**config.mk**
```make
export PLATFORM = sky130hd
export DESIGN_NAME = riscv_io_bus
export DESIGN_NICKNAME = d
export VERILOG_FILES = /design/src/rtl/riscv_io_bus_pkg.sv /design/src/rtl/riscv_io_addr_decode.sv /design/src/rtl/riscv_io_bus.sv
export SDC_FILE = /design/constraint.sdc
export NUM_CORES = 1
export LEC_CHECK = 0
export ABC_AREA = 1
export CORE_MARGIN = 5
export CORE_UTILIZATION = 40
export DETAILED_ROUTE_END_ITERATION = 10
export PLACE_DENSITY = 0.83
export SETUP_SLACK_MARGIN = 0.1
export SYNTH_ARGS = -nofsm -noshare
export SYNTH_HDL_FRONTEND = slang
export SYNTH_HIERARCHICAL = 1
export SYNTH_SLANG_ARGS = --single-unit
export TNS_END_PERCENT = 30
```
**constraint.sdc**
```tcl
create_clock -name clk -period 4.58 [get_ports clk]
set_input_delay 0.916 -clock clk [delete_from_list [all_inputs] [get_ports clk]]
set_output_delay 0.916 -clock clk [all_outputs]
set_load 0.005 [all_outputs]
```
**src/rtl/riscv_io_bus_pkg.sv**
```systemverilog
// Shared types and helpers for the RISC-V data-side bus interconnect.
package riscv_io_bus_pkg;

    localparam int unsigned MAX_SLAVES = 8;
    localparam int unsigned MAX_WIDTH  = 64;
    localparam int unsigned IDX_W      = 3;

    typedef enum logic {
        StIdle,
        StWait
    } bus_state_e;

    // Returns slot idx (width bits, zero-extended) of a packed per-slave vector.
    function automatic logic [MAX_WIDTH-1:0] get_slot(
        input logic [MAX_SLAVES*MAX_WIDTH-1:0] vec,
        input int unsigned                     width,
        input int unsigned                     idx
    );
        logic [MAX_SLAVES*MAX_WIDTH-1:0] shifted;
        logic [MAX_WIDTH-1:0]            slot;
        shifted = vec >> (idx * width);
        slot    = shifted[MAX_WIDTH-1:0];
        for (int unsigned b = 0; b < MAX_WIDTH; b++) begin
            if (b >= width) slot[b] = 1'b0;
        end
        return slot;
    endfunction

endpackage

```
**src/rtl/riscv_io_addr_decode.sv**
```systemverilog
// Combinational base/mask address decoder; the lowest matching slot wins.
module riscv_io_addr_decode
    import riscv_io_bus_pkg::*;
#(
    parameter int unsigned                       NUM_SLAVES = 3,
    parameter int unsigned                       ADDR_WIDTH = 32,
    parameter logic [NUM_SLAVES*ADDR_WIDTH-1:0]  SLAVE_BASE =
        {32'h00008000, 32'h00007f00, 32'h00002000},
    parameter logic [NUM_SLAVES*ADDR_WIDTH-1:0]  SLAVE_MASK =
        {32'hFFFF8000, 32'hFFFFFF00, 32'hFFFFE000}
) (
    input  logic [ADDR_WIDTH-1:0] address,
    output logic                  hit,
    output logic [IDX_W-1:0]      index,
    output logic [NUM_SLAVES-1:0] sel
);

    localparam logic [MAX_SLAVES*MAX_WIDTH-1:0] BASE_VEC = (MAX_SLAVES*MAX_WIDTH)'(SLAVE_BASE);
    localparam logic [MAX_SLAVES*MAX_WIDTH-1:0] MASK_VEC = (MAX_SLAVES*MAX_WIDTH)'(SLAVE_MASK);

    always_comb begin
        hit   = 1'b0;
        index = '0;
        sel   = '0;
        for (int unsigned i = 0; i < NUM_SLAVES; i++) begin
            if (!hit && ((address & ADDR_WIDTH'(get_slot(MASK_VEC, ADDR_WIDTH, i)))
                         == ADDR_WIDTH'(get_slot(BASE_VEC, ADDR_WIDTH, i)))) begin
                hit    = 1'b1;
                index  = IDX_W'(i);
                sel[i] = 1'b1;
            end
        end
    end

endmodule

```
**src/rtl/riscv_io_bus.sv**
```systemverilog
// Data-side interconnect: decodes processor accesses onto N slaves with
// ack/wait handshake, processor stall, timeout watchdog and error capture.
module riscv_io_bus
    import riscv_io_bus_pkg::*;
#(
    parameter int unsigned                      NUM_SLAVES        = 3,
    parameter int unsigned                      DATA_WIDTH        = 32,
    parameter int unsigned                      ADDR_WIDTH        = 32,
    parameter logic [NUM_SLAVES*ADDR_WIDTH-1:0] SLAVE_BASE        =
        {32'h00008000, 32'h00007f00, 32'h00002000},
    parameter logic [NUM_SLAVES*ADDR_WIDTH-1:0] SLAVE_MASK        =
        {32'hFFFF8000, 32'hFFFFFF00, 32'hFFFFE000},
    parameter int unsigned                      TIMEOUT_CYCLES    = 16,
    parameter logic [DATA_WIDTH-1:0]            DEFAULT_READ_DATA = '0
) (
    input  logic                             clk,
    input  logic                             rst,
    input  logic [ADDR_WIDTH-1:0]            address,
    input  logic                             MemRead,
    input  logic                             MemWrite,
    input  logic [DATA_WIDTH-1:0]            dWriteData,
    output logic [DATA_WIDTH-1:0]            dReadData,
    output logic                             read_valid,
    output logic                             bus_stall,
    output logic [NUM_SLAVES-1:0]            s_sel,
    output logic                             s_read,
    output logic                             s_write,
    output logic [ADDR_WIDTH-1:0]            s_addr,
    output logic [DATA_WIDTH-1:0]            s_wdata,
    input  logic [NUM_SLAVES*DATA_WIDTH-1:0] s_rdata,
    input  logic [NUM_SLAVES-1:0]            s_ack,
    output logic                             bus_error,
    output logic [ADDR_WIDTH-1:0]            err_addr,
    output logic [7:0]                       err_count
);

    localparam int unsigned CNT_W = $clog2(TIMEOUT_CYCLES + 1);

    bus_state_e             state_q, state_d;
    logic [CNT_W-1:0]       cnt_q, cnt_d;
    logic [ADDR_WIDTH-1:0]  addr_q, addr_d;
    logic [DATA_WIDTH-1:0]  wdata_q, wdata_d;
    logic                   write_q, write_d;
    logic [IDX_W-1:0]       idx_q, idx_d;
    logic [DATA_WIDTH-1:0]  rdata_q, rdata_d;
    logic                   rvalid_q, rvalid_d;
    logic                   err_q, err_d;
    logic [ADDR_WIDTH-1:0]  err_addr_q, err_addr_d;
    logic [7:0]             err_count_q, err_count_d;

    logic                   dec_hit;
    logic [IDX_W-1:0]       dec_idx;
    logic [NUM_SLAVES-1:0]  dec_sel;
    logic [IDX_W-1:0]       cur_idx;
    logic [NUM_SLAVES-1:0]  wait_sel;
    logic [DATA_WIDTH-1:0]  ack_data;
    logic                   req;
    logic                   miss;
    logic                   miss_read;
    logic [ADDR_WIDTH-1:0]  miss_addr;

    assign req     = MemRead | MemWrite;
    assign cur_idx = (state_q == StWait) ? idx_q : dec_idx;

    riscv_io_addr_decode #(
        .NUM_SLAVES (NUM_SLAVES),
        .ADDR_WIDTH (ADDR_WIDTH),
        .SLAVE_BASE (SLAVE_BASE),
        .SLAVE_MASK (SLAVE_MASK)
    ) u_decode (
        .address (address),
        .hit     (dec_hit),
        .index   (dec_idx),
        .sel     (dec_sel)
    );

    always_comb begin
        ack_data = '0;
        wait_sel = '0;
        for (int unsigned i = 0; i < NUM_SLAVES; i++) begin
            if (cur_idx == IDX_W'(i)) ack_data = s_rdata[i*DATA_WIDTH +: DATA_WIDTH];
            wait_sel[i] = (idx_q == IDX_W'(i));
        end
    end

    always_comb begin
        state_d     = state_q;
        cnt_d       = cnt_q;
        addr_d      = addr_q;
        wdata_d     = wdata_q;
        write_d     = write_q;
        idx_d       = idx_q;
        rdata_d     = rdata_q;
        rvalid_d    = 1'b0;
        err_d       = 1'b0;
        err_addr_d  = err_addr_q;
        err_count_d = err_count_q;
        bus_stall   = 1'b0;
        s_sel       = '0;
        s_read      = 1'b0;
        s_write     = 1'b0;
        s_addr      = address;
        s_wdata     = dWriteData;
        miss        = 1'b0;
        miss_read   = 1'b0;
        miss_addr   = address;

        unique case (state_q)
            StIdle: begin
                if (req && dec_hit) begin
                    s_sel   = dec_sel;
                    s_read  = ~MemWrite;
                    s_write = MemWrite;
                    if (|(dec_sel & s_ack)) begin
                        if (!MemWrite) begin
                            rdata_d  = ack_data;
                            rvalid_d = 1'b1;
                        end
                    end else begin
                        bus_stall = 1'b1;
                        addr_d    = address;
                        wdata_d   = dWriteData;
                        write_d   = MemWrite;
                        idx_d     = dec_idx;
                        cnt_d     = CNT_W'(1);
                        state_d   = StWait;
                    end
                end else if (req) begin
                    miss      = 1'b1;
                    miss_read = ~MemWrite;
                end
            end
            StWait: begin
                s_sel   = wait_sel;
                s_read  = ~write_q;
                s_write = write_q;
                s_addr  = addr_q;
                s_wdata = wdata_q;
                // Ack is checked first so it beats a simultaneous timeout.
                if (|(wait_sel & s_ack)) begin
                    state_d = StIdle;
                    if (!write_q) begin
                        rdata_d  = ack_data;
                        rvalid_d = 1'b1;
                    end
                end else if (cnt_q == CNT_W'(TIMEOUT_CYCLES)) begin
                    state_d   = StIdle;
                    miss      = 1'b1;
                    miss_read = ~write_q;
                    miss_addr = addr_q;
                end else begin
                    bus_stall = 1'b1;
                    cnt_d     = cnt_q + CNT_W'(1);
                end
            end
            default: state_d = StIdle;
        endcase

        if (miss) begin
            err_d      = 1'b1;
            err_addr_d = miss_addr;
            if (err_count_q != 8'hFF) err_count_d = err_count_q + 8'd1;
            if (miss_read) begin
                rdata_d  = DEFAULT_READ_DATA;
                rvalid_d = 1'b1;
            end
        end
    end

    always_ff @(posedge clk) begin
        if (rst) begin
            state_q     <= StIdle;
            cnt_q       <= '0;
            addr_q      <= '0;
            wdata_q     <= '0;
            write_q     <= 1'b0;
            idx_q       <= '0;
            rdata_q     <= '0;
            rvalid_q    <= 1'b0;
            err_q       <= 1'b0;
            err_addr_q  <= '0;
            err_count_q <= '0;
        end else begin
            state_q     <= state_d;
            cnt_q       <= cnt_d;
            addr_q      <= addr_d;
            wdata_q     <= wdata_d;
            write_q     <= write_d;
            idx_q       <= idx_d;
            rdata_q     <= rdata_d;
            rvalid_q    <= rvalid_d;
            err_q       <= err_d;
            err_addr_q  <= err_addr_d;
            err_count_q <= err_count_d;
        end
    end

    assign dReadData  = rdata_q;
    assign read_valid = rvalid_q;
    assign bus_error  = err_q;
    assign err_addr   = err_addr_q;
    assign err_count  = err_count_q;

endmodule

```
**After elaboration in Yosys (flattened, before gate mapping)**

Index checks and enable logic that the tools add are counted.

- Register bits after elaboration: 148
- Bits in latches: 0
- Bits in writable memories: 0
- Bits in read-only memories: 0
- Input port bits: 167
- Output and inout bits: 144
- Word-level logic and storage cells: 104
- Memories: 0

- Add/subtract/negate cells: 2
- $mul: 0
- Div/mod/pow operators: 0
- $lt $le $gt $ge: 0
- Eq/ne operators: 13
- Shift operators: 0
- Muxes and demuxes: 59
- Bitwise gates (word level): 7
- Reductions and logical operators: 12

Operator list:

| kind | count |
|---|---|
| $mux 32 | 15 |
| $pmux 32 s2 | 1 |
| $mux 1 | 28 |
| $eq 24x7->1 const B | 1 |
| $mux 5 | 4 |
| $eq 19x1->1 const B | 1 |
| $eq 17x1->1 const B | 1 |
| $pmux 1 s2 | 6 |
| $pmux 5 s2 | 1 |
| $mux 3 | 3 |
| $add 8x1->8 const B | 1 |
| $ne 2x2->1 const B | 4 |
| $ne 8x8->1 const B | 1 |
| $and 3x3->3 | 2 |
| $eq 3x1->1 const B | 2 |
| $eq 3x2->1 const B | 2 |
| $logic_not 3->1 | 2 |
| $pmux 3 s2 | 1 |
| $reduce_or 3->1 | 2 |
| $add 5x1->5 const B | 1 |
| $eq 5x5->1 const B | 1 |
| $not 1->1 | 4 |
| $reduce_and 4->1 | 1 |
| $logic_and 1x1->1 | 3 |
| 4 further kinds | 5 |

**Longest topological paths before layout**

Gate-level depths: netlist of run 1.

- Depth in word-level cells: 19
- Mapped depth: 17

**Hierarchy**

The synthesis of run 1 kept the hierarchy.

By module, submodules not included:

| module | times used | cells each | area an instance (um2) | sequential area each (um2) |
|---|---|---|---|---|
| riscv_io_bus | 1 | 1,228 | 7,742.4 | 2,962.8 |
| riscv_io_addr_decode | 1 | 54 | 245.2 | 0.0 |

**Least setup slack after synthesis of run 1**

No wires, ideal clock.

- Path kind: input to output
- Start point: input address[18]
- End point: output bus_stall
- Arrival: 1.958 ns
- Data required time: 3.664 ns
- Slack: 1.706 ns
- Stages on the path: 11
- Path buffers: 0
- Cells stage by stage: nor2_1 -> nand2_1 -> nor2_2 -> nand3_1 -> nand3_1 -> inv_1 -> nor2_2 -> nand2_1 -> nor2_4 -> inv_1 -> nand2_1

- Elaborated cells between the ends (all ways): 18
- Those cells by class: 3 x eq/ne; 8 x mux; 1 x bitwise; 6 x reduce/logical

RTL lines:

| element | RTL line | source |
|---|---|---|
| start: declaration | riscv_io_bus.sv:18 | `input logic [ADDR_WIDTH-1:0] address,` |
| $eq 19x1->1 | riscv_io_addr_decode.sv:27 | `== ADDR_WIDTH'(get_slot(BASE_VEC, ADDR_WIDTH, i)))) begin` |
| $mux 1 | riscv_io_addr_decode.sv:26 | `if (!hit && ((address & ADDR_WIDTH'(get_slot(MASK_VEC, ADDR_WIDTH, i)))` |
| $logic_not 1->1 | riscv_io_addr_decode.sv:26 |  |
| $logic_and 1x1->1 | riscv_io_addr_decode.sv:26 |  |
| $mux 1 | riscv_io_addr_decode.sv:26 |  |
| $logic_not 1->1 | riscv_io_addr_decode.sv:26 |  |
| $logic_and 1x1->1 | riscv_io_addr_decode.sv:26 |  |
| $mux 1 * | riscv_io_addr_decode.sv:26 |  |
| net dec_hit | riscv_io_bus.sv:51 | `logic dec_hit;` |
| $logic_and 1x1->1 * | riscv_io_bus.sv:110 | `if (req && dec_hit) begin` |
| $mux 1 * | riscv_io_bus.sv:110 |  |
| $pmux 1 s2 * | riscv_io_bus.sv:108 | `unique case (state_q)` |
| end: declaration | riscv_io_bus.sv:24 | `output logic bus_stall,` |

Mark *: on every way through the listed nets, which the timed path passes. The rest lies on a longest branch.

**Final worst setup path of run 1**

- Start point: input address[15]
- End point: output bus_stall

The elaborated chain is that of the path after synthesis.

==> results of run 1 <==
## worst register-to-register path, cell delays in order, from the launching register on
cell,delay (ps)
dfxtp_2,320
inv_2,440
buf_4,550
nand2_1,110
o21ai_1,260
nand2_2,110
inv_2,420
nand2_1,110
nand2_1,90
nand2_1,50
nand2_1,90
nor2_1,40
## power groups by stage
stage               Clock (uW)  Combinational (uW)  Sequential [uW]
detailed placement           0                 433             1350
global placement             0                 429             1350
global route              1460                 473             1320
finish                    1380                 434             1320
floorplan                    0                 141             1350
CTS                       1400                 436             1320
## registers in the layout, summed over array words and instances (netlist names)
name	cells
addr_q	32
bus_error	1
cnt_q	5
dReadData	32
err_addr	32
err_count	8
idx_q	3
read_valid	1
state_q	1
wdata_q	32
write_q	1
## path summary, 6_finish.rpt
check / to / start / slack [ps] / cells after the start
max reg2reg: dReadData[18]$_SDFF_PP0_ / state_q$_SDFF_PP0_ / 1900 / 11
max: bus_stall / address[15] / 420 / 13
min: dReadData[20]$_SDFF_PP0_ / dReadData[20]$_SDFF_PP0_ / 490 / 2
min reg2reg: dReadData[20]$_SDFF_PP0_ / dReadData[20]$_SDFF_PP0_ / 490 / 2
## synthesized netlist by cell type
cell type / instances / area [um^2]
nand2_1: 471 / 1770
nor2_1: 156 / 586
dfxtp_1: 148 / 2960
nand3_1: 136 / 681
inv_1: 83 / 312
o21ai_0: 65 / 325
a21oi_1: 50 / 250
clkbuf_1: 36 / 135
buf_2: 33 / 165
o211a_1: 32 / 320
buf_1: 11 / 41.3
o21ai_1: 9 / 45.0
inv_2: 8 / 30.0
buf_4: 7 / 52.6
nor2_2: 6 / 37.5
xor2_1: 6 / 52.6
ha_1: 3 / 37.5
nand2_2: 3 / 18.8
nand4_1: 3 / 18.8
xnor2_1: 3 / 26.3
a32o_1: 2 / 20.0
nand3_2: 2 / 20.0
or2_0: 2 / 12.5
conb_1: 1 / 3.75
nand3b_4: 1 / 20.0
nand4_2: 1 / 12.5
nor2_4: 1 / 11.3
nor3_1: 1 / 5.00
o21ai_2: 1 / 8.76
o2bb2ai_1: 1 / 8.76
## area by class of cell
type | count | area [um^2]
inverters | 91 | 342
well taps | 265 | 332
clock buffers | 19 | 443
multi-input cells | 956 | 4300
diodes | 1 | 2.50
fillers | 1804 | 7850
repair buffers | 327 | 3230
flip-flops and latches | 148 | 2960
clock inverters | 11 | 130
## per-layer routing
layer	up-vias	wire, um	global-route usage [%]
met3	54	2670	6.94
met2	358	13900	40.6
li1	4567	-	-
met5	-	0	0
met1	4152	11000	28.3
met4	0	777	8.84
## cell families after synthesis
family / share of synthesized area, %
AO/OA/AOI/OAI: 12.2
XOR/XNOR: 0.987
adder cells (fa/ha/maj): 0.470
buffers and inverters: 9.21
flip-flops: 37.1
other: 0.0469
AND/OR/NAND/NOR: 39.9
## metrics by stage
stage / util (%) / total power (uW) / area (um^2)
2_1_floorplan: - / 1490 / 7990
3_3_place_gp: 57.0 / 1780 / 11200
3_5_place_dp: 57.0 / 1780 / 11200
4_1_cts: 59.9 / 3160 / 11700
5_1_grt: 59.9 / 3260 / 11700
6_report: 59.9 / 3130 / 11700
==> impl_summary.txt, run 1 <==
----------------------------------------------------
[Status]
  Status ... finished, final reports clean

[Die]
  Core Footprint ... 19600 um^2
  Row count ... 51
  Initial cell density of the core ... 40.8%
  Vertical die dimension ... 151 um
  Horiz. Die Dim ... around 150 um
  Num ports ... about 310
  Die footprint ... about 23000 um^2

[CTS]
  Deepest level of the CTS H-tree ... 4
  Number of gates given a new drive strength after cts ... 0
  Clock latency on the worst-skew pair ... roughly 420 ps
  CTS buffer count ... 17
  Clk buf depth ... 2
  Buffer count from post-CTS setup fixing ... 0
  CTS tree ... done
  CTS Hold Buffers Added ... 0
  Worst-path clk slew ... 60 ps
  Clock tree sinks ... about 150
  Clk root buf ... clkbuf_16

[Detailed routing]
  WL/cell ... around 16 um
  Initial detailed-routing violation count ... 588
  Vias per std cell ... 5.02
  Number of iterations in the first detailed-routing pass ... 5
  Post-detailed-route DRC marker count ... 0
  Antenna violation net count after detailed routing ... 0
  Via count ... 9131
  Final wirelength ... 28400 um

[Yosys]
  Post-synthesis cell type count ... 30
  Ys Warns ... 6
  Post-Synthesis Net Count ... around 1500
  Number of standard cells after synthesis ... 1282
  Post-Syn Area per Cell ... 6.23 um^2
  Register area share after synthesis ... about 37%
  Total of flip-flops plus latches after synthesis ... 148
  Post-synth design cell area ... 7990 um^2

[Placement]
  Setup slack at placement ... 443 ps
  Number of port buffers ... 310
  Placed cell count ... about 1800
  Detailed-placement wirelength estimate ... 19800 um
  Last weighted congestion value of the routability-driven placer ... between 0.9 and 1

[Timing]
  Final Critical Period ... 4160 ps
  Final setup vio count ... 0
  RSZ-0062 raised after global routing ... no
  Max Freq ... between 0.2 and 0.25 GHz
  Slew at the pin closest to its max-slew limit ... 867 ps
  Worst hold slack ... 486 ps
  Pins Over Slew Limit ... 0
  Final hold viol count ... 0
  Worst Setup Slack, final ... around 420 ps
  Slew HR ... 42.2%
  Part of the cycle the worst path needs ... 90.9%
  Worst clock skew on the final layout ... 11.6 ps
  Total negative slack for setup checks ... 0 ps

[Setup path]
  Most Frequent Cell on Critical Path ... nand3_1
  Crit-path cells ... clkdlybuf4s50_1 > nor2_1 > nand3_1 > nor2_1 > nand3_1 > nand3_1 > inv_1 > nor2_2 > nand2_1 > nor2_4 > inv_2 > nand2_1 > clkdlybuf4s50_1
  Slowest Stage Delay on Critical Path ... approximately 580 ps
  Element type at the critical path start ... input pin
  Critical path buffers and inverters ... 4
  Largest fanout on the critical path ... 6
  CP max stage cell ... clkdlybuf4s50_1
  Required time at the worst-slack endpoint ... 3660 ps
  Critical path capture point type ... output port
  Signal arrival time at the worst endpoint ... 3250 ps
  Cell family with the largest share of critical-path delay ... buffers and inverters
  Worst Path Class, Setup ... input pin to output port

[Finish]
  Synth-to-layout area growth ... 47.0%
  Leading cell types in the layout, fill and taps excluded ... nand2_1, clkdlybuf4s50_1, nor2_1
  Non-filler instance count after layout ... 1818
  Leading cell type in the layout, fill and taps excluded ... nand2_1
  Ratio of cells with drive above 1 in the final layout ... 4.77%
  Count of nets after finishing ... 1711

[Hold path]
  Worst hold path class ... register to register

[Global routing]
  Total global-route track usage ... 23.8%
  Global-route wire length before repair ... 43800 um
  Number of antenna violations at the first check in global routing ... 1
  Number of global-route vias before repair ... 8616
  Total overflow reported by the global router ... 0
  Largest net degree at the start of global routing ... between 70 and 80

[Power and ir drop]
  Relative contribution of combinational cells to total power ... about 14%
  Switching fraction of total power ... 23.8%
  P_sw ... 747 uW
  Internal cell power ... 2390 uW
  Power density over the cells ... about 270 nW/um^2
  Clock power share ... 44.0%
  Leakage ... 0.00555 uW
  Max VDD drop ... 0.246 mV
  Sequential power share ... a little over two fifths

[Flow run]
  Number of max-cap violations ... 0

----------------------------------------------------
(Power assumes the default switching activity.)
==> run 2: changes to the inputs <==
CTS_BUF_LIST = sky130_fd_sc_hd__clkbuf_4   (was unset)
HOLD_SLACK_MARGIN = 0.06   (was unset)
==> impl_summary.txt, run 2 (synthesis gave the netlist of run 1 again) <==
----------------------------------------------------
[CTS]
  Clk buf depth ... 2 (unchanged)
  CTS buffer count ... 17 (unchanged)
  Clock latency on the worst-skew pair ... 560 ps (+140 ps)
  CTS tree ... done
  Deepest level of the CTS H-tree ... 4 (unchanged)
  Clock tree sinks ... 148 (unchanged)
  Buffer count from post-CTS setup fixing ... 0 (unchanged)
  Clk root buf ... clkbuf_4
  CTS Hold Buffers Added ... 0 (unchanged)
  Worst-path clk slew ... 130 ps (+70 ps)
  Number of gates given a new drive strength after cts ... 0 (unchanged)

[Die]
  Vertical die dimension ... 151 um (unchanged)
  Num ports ... 311 (unchanged)
  Core Footprint ... 19600 um^2 (unchanged)
  Initial cell density of the core ... 40.8% (unchanged)
  Die footprint ... 22900 um^2 (unchanged)
  Row count ... 51 (unchanged)
  Horiz. Die Dim ... 151 um (unchanged)

[Finish]
  Total area of multi-input combinational cells ... 4300 um^2 (unchanged)
  Leading cell type in the layout, fill and taps excluded ... nand2_1
  Count of filler cells inserted in the layout ... 1848 (+2.4%)
  Count of nets after finishing ... 1711 (unchanged)
  Cell area after layout ... 11400 um^2 (-2.6%)
  Leading cell types in the layout, fill and taps excluded ... nand2_1, clkdlybuf4s50_1, nor2_1
  Non-filler instance count after layout ... 1819 (+0.055%)
  Synth-to-layout area growth ... 43.2%
  Register area ... 2960 um^2 (unchanged)
  Ratio of cells with drive above 1 in the final layout ... 4.77% (unchanged)

[Setup path]
  Reg-to-reg slack, setup ... 1900 ps (about the same)
  Signal arrival time at the worst endpoint ... 3240 ps (about the same)
  Required time at the worst-slack endpoint ... 3660 ps (about the same)
  Capture point of the critical path ... bus_stall
  Largest fanout on the critical path ... 6 (unchanged)
  Worst reg2reg path endpoint ... dReadData[30]$_SDFF_PP0_
  Critical path capture point type ... output port
  Timing startpoint of the critical path ... address[20]
  Reg-to-reg startpoint ... state_q$_SDFF_PP0_
  Element type at the critical path start ... input pin
  Worst Path Class, Setup ... input pin to output port
  Worst Reg2Reg Path Length in Cells ... 11 (unchanged)

[Detailed routing]
  Number of iterations in the first detailed-routing pass ... 5 (unchanged)
  Final wirelength ... 28000 um (-1.2%)
  Post-detailed-route DRC marker count ... 0 (unchanged)
  Antenna violation net count after detailed routing ... 0 (unchanged)
  Vias per std cell ... 4.99 (-0.60%)
  Initial detailed-routing violation count ... 620 (+5.4%)
  Via count ... 9081 (-0.55%)
  WL/cell ... 15.4 um (-1.2%)

[Global routing]
  Number of global-route vias before repair ... 8559 (-0.66%)
  Number of antenna violations at the first check in global routing ... 2 (+1)
  Global-route wire length before repair ... 43400 um (-0.87%)
  Largest net degree at the start of global routing ... 75 (unchanged)
  Total overflow reported by the global router ... 0 (unchanged)
  Total global-route track usage ... 23.6% (-0.19 points)

[Timing]
  Worst Setup Slack, final ... 427 ps (+11.5 ps)
  Worst clock skew on the final layout ... 16.5 ps (+4.83 ps)
  RSZ-0062 raised after global routing ... no
  Total negative slack for setup checks ... 0 ps (unchanged)
  Slew at the pin closest to its max-slew limit ... 860 ps (-6.75 ps)
  Final hold viol count ... 0 (unchanged)
  Pins Over Slew Limit ... 0 (unchanged)
  Part of the cycle the worst path needs ... 90.7% (-0.25 points)
  Final Critical Period ... 4150 ps (-11.5 ps)
  Max Freq ... 0.241 GHz (+0.28%)
  Final setup vio count ... 0 (unchanged)
  Slew HR ... 42.6% (+0.37 points)

[Placement]
  Area after detailed placement ... 11200 um^2 (unchanged)
  Placed cell count ... 1787 (unchanged)
  Number of port buffers ... 310 (unchanged)
  Last weighted congestion value of the routability-driven placer ... 0.937 (unchanged)
  Setup slack at placement ... 443 ps (unchanged)
  Detailed-placement wirelength estimate ... 19800 um (unchanged)

[Hold path]
  Worst hold path class ... register to register

[Power and ir drop]
  Leakage ... 0.00542 uW (-2.4%)
  Max VDD drop ... 0.131 mV (-47%)
  Power density over the cells ... 225 nW/um^2 (-16%)

[Flow run]
  Number of max-cap violations ... 0 (unchanged)

[Status]
  Status ... finished, final reports clean

----------------------------------------------------
run 2: metal layers:
layer | global-route usage [%] | part of all wire, % | wire [um] | vias up
met3 | 6.97 | 9.2 | 2590 | 52
met4 | 8.93 | 2.8 | 796 | 0
met5 | 0 | 0 | 0 | -
met2 | 40.1 | 49 | 13700 | 361
li1 | - | - | - | 4564
met1 | 28.1 | 39 | 11000 | 4104
run 2: worst min-delay path by stage:
stage / from / endpoint / slack (ps) / depth (start not counted)
6_report: dReadData[20]$_SDFF_PP0_ / dReadData[20]$_SDFF_PP0_ / 500 / 2
5_1_grt: dReadData[8]$_SDFF_PP0_ / dReadData[8]$_SDFF_PP0_ / 520 / 2
4_1_cts: dReadData[3]$_SDFF_PP0_ / dReadData[3]$_SDFF_PP0_ / 500 / 2
3_5_place_dp: dReadData[3]$_SDFF_PP0_ / dReadData[3]$_SDFF_PP0_ / 480 / 2
3_3_place_gp: dReadData[3]$_SDFF_PP0_ / dReadData[3]$_SDFF_PP0_ / 470 / 2
2_1_floorplan: write_q$_SDFFE_PP0P_ / write_q$_SDFFE_PP0P_ / 460 / 2
run 2: critical path, cell delays in order:
cell and delay (ps):
clkdlybuf4s50_1 480, inv_2 110, nand2_1 60, nor2_1 90, nand2_1 60, nor2_1 120, nand2_1 110, nand3_1 80
inv_1 60, nor2_2 130, nand2_1 120, nor2_4 130, inv_2 40, nand2_1 160, clkdlybuf4s50_1 580
run 2: final cells by class:
class                      instances  share of cell area [%]
inverter                          91                    2.99
multi-input combinational        956                    37.6
clock inverter                    12                    1.17
sequential                       148                    25.9
clock buffer                      18                    1.18
tap                              265                    2.90
timing repair buffer             327                    28.2
antenna                            2                  0.0438
run 2: power breakdown:
part | internal [uW] | switching [uW] | total, uW
Combinational | 264 | 169 | 433
Sequential | 1310 | 12.6 | 1320
Clock | 325 | 497 | 822
Total | 1900 | 679 | 2580
run 2: stage by stage:
| step | hold WS (ps) | total power (uW) | util [%] |
|---|---|---|---|
| after floorplan | 457 | 1490 | - |
| after global placement | 471 | 1780 | 57.0 |
| after detailed placement | 478 | 1780 | 57.0 |
| after CTS | 498 | 2600 | 58.4 |
| after global routing | 517 | 2700 | 58.4 |
| final | 495 | 2580 | 58.4 |
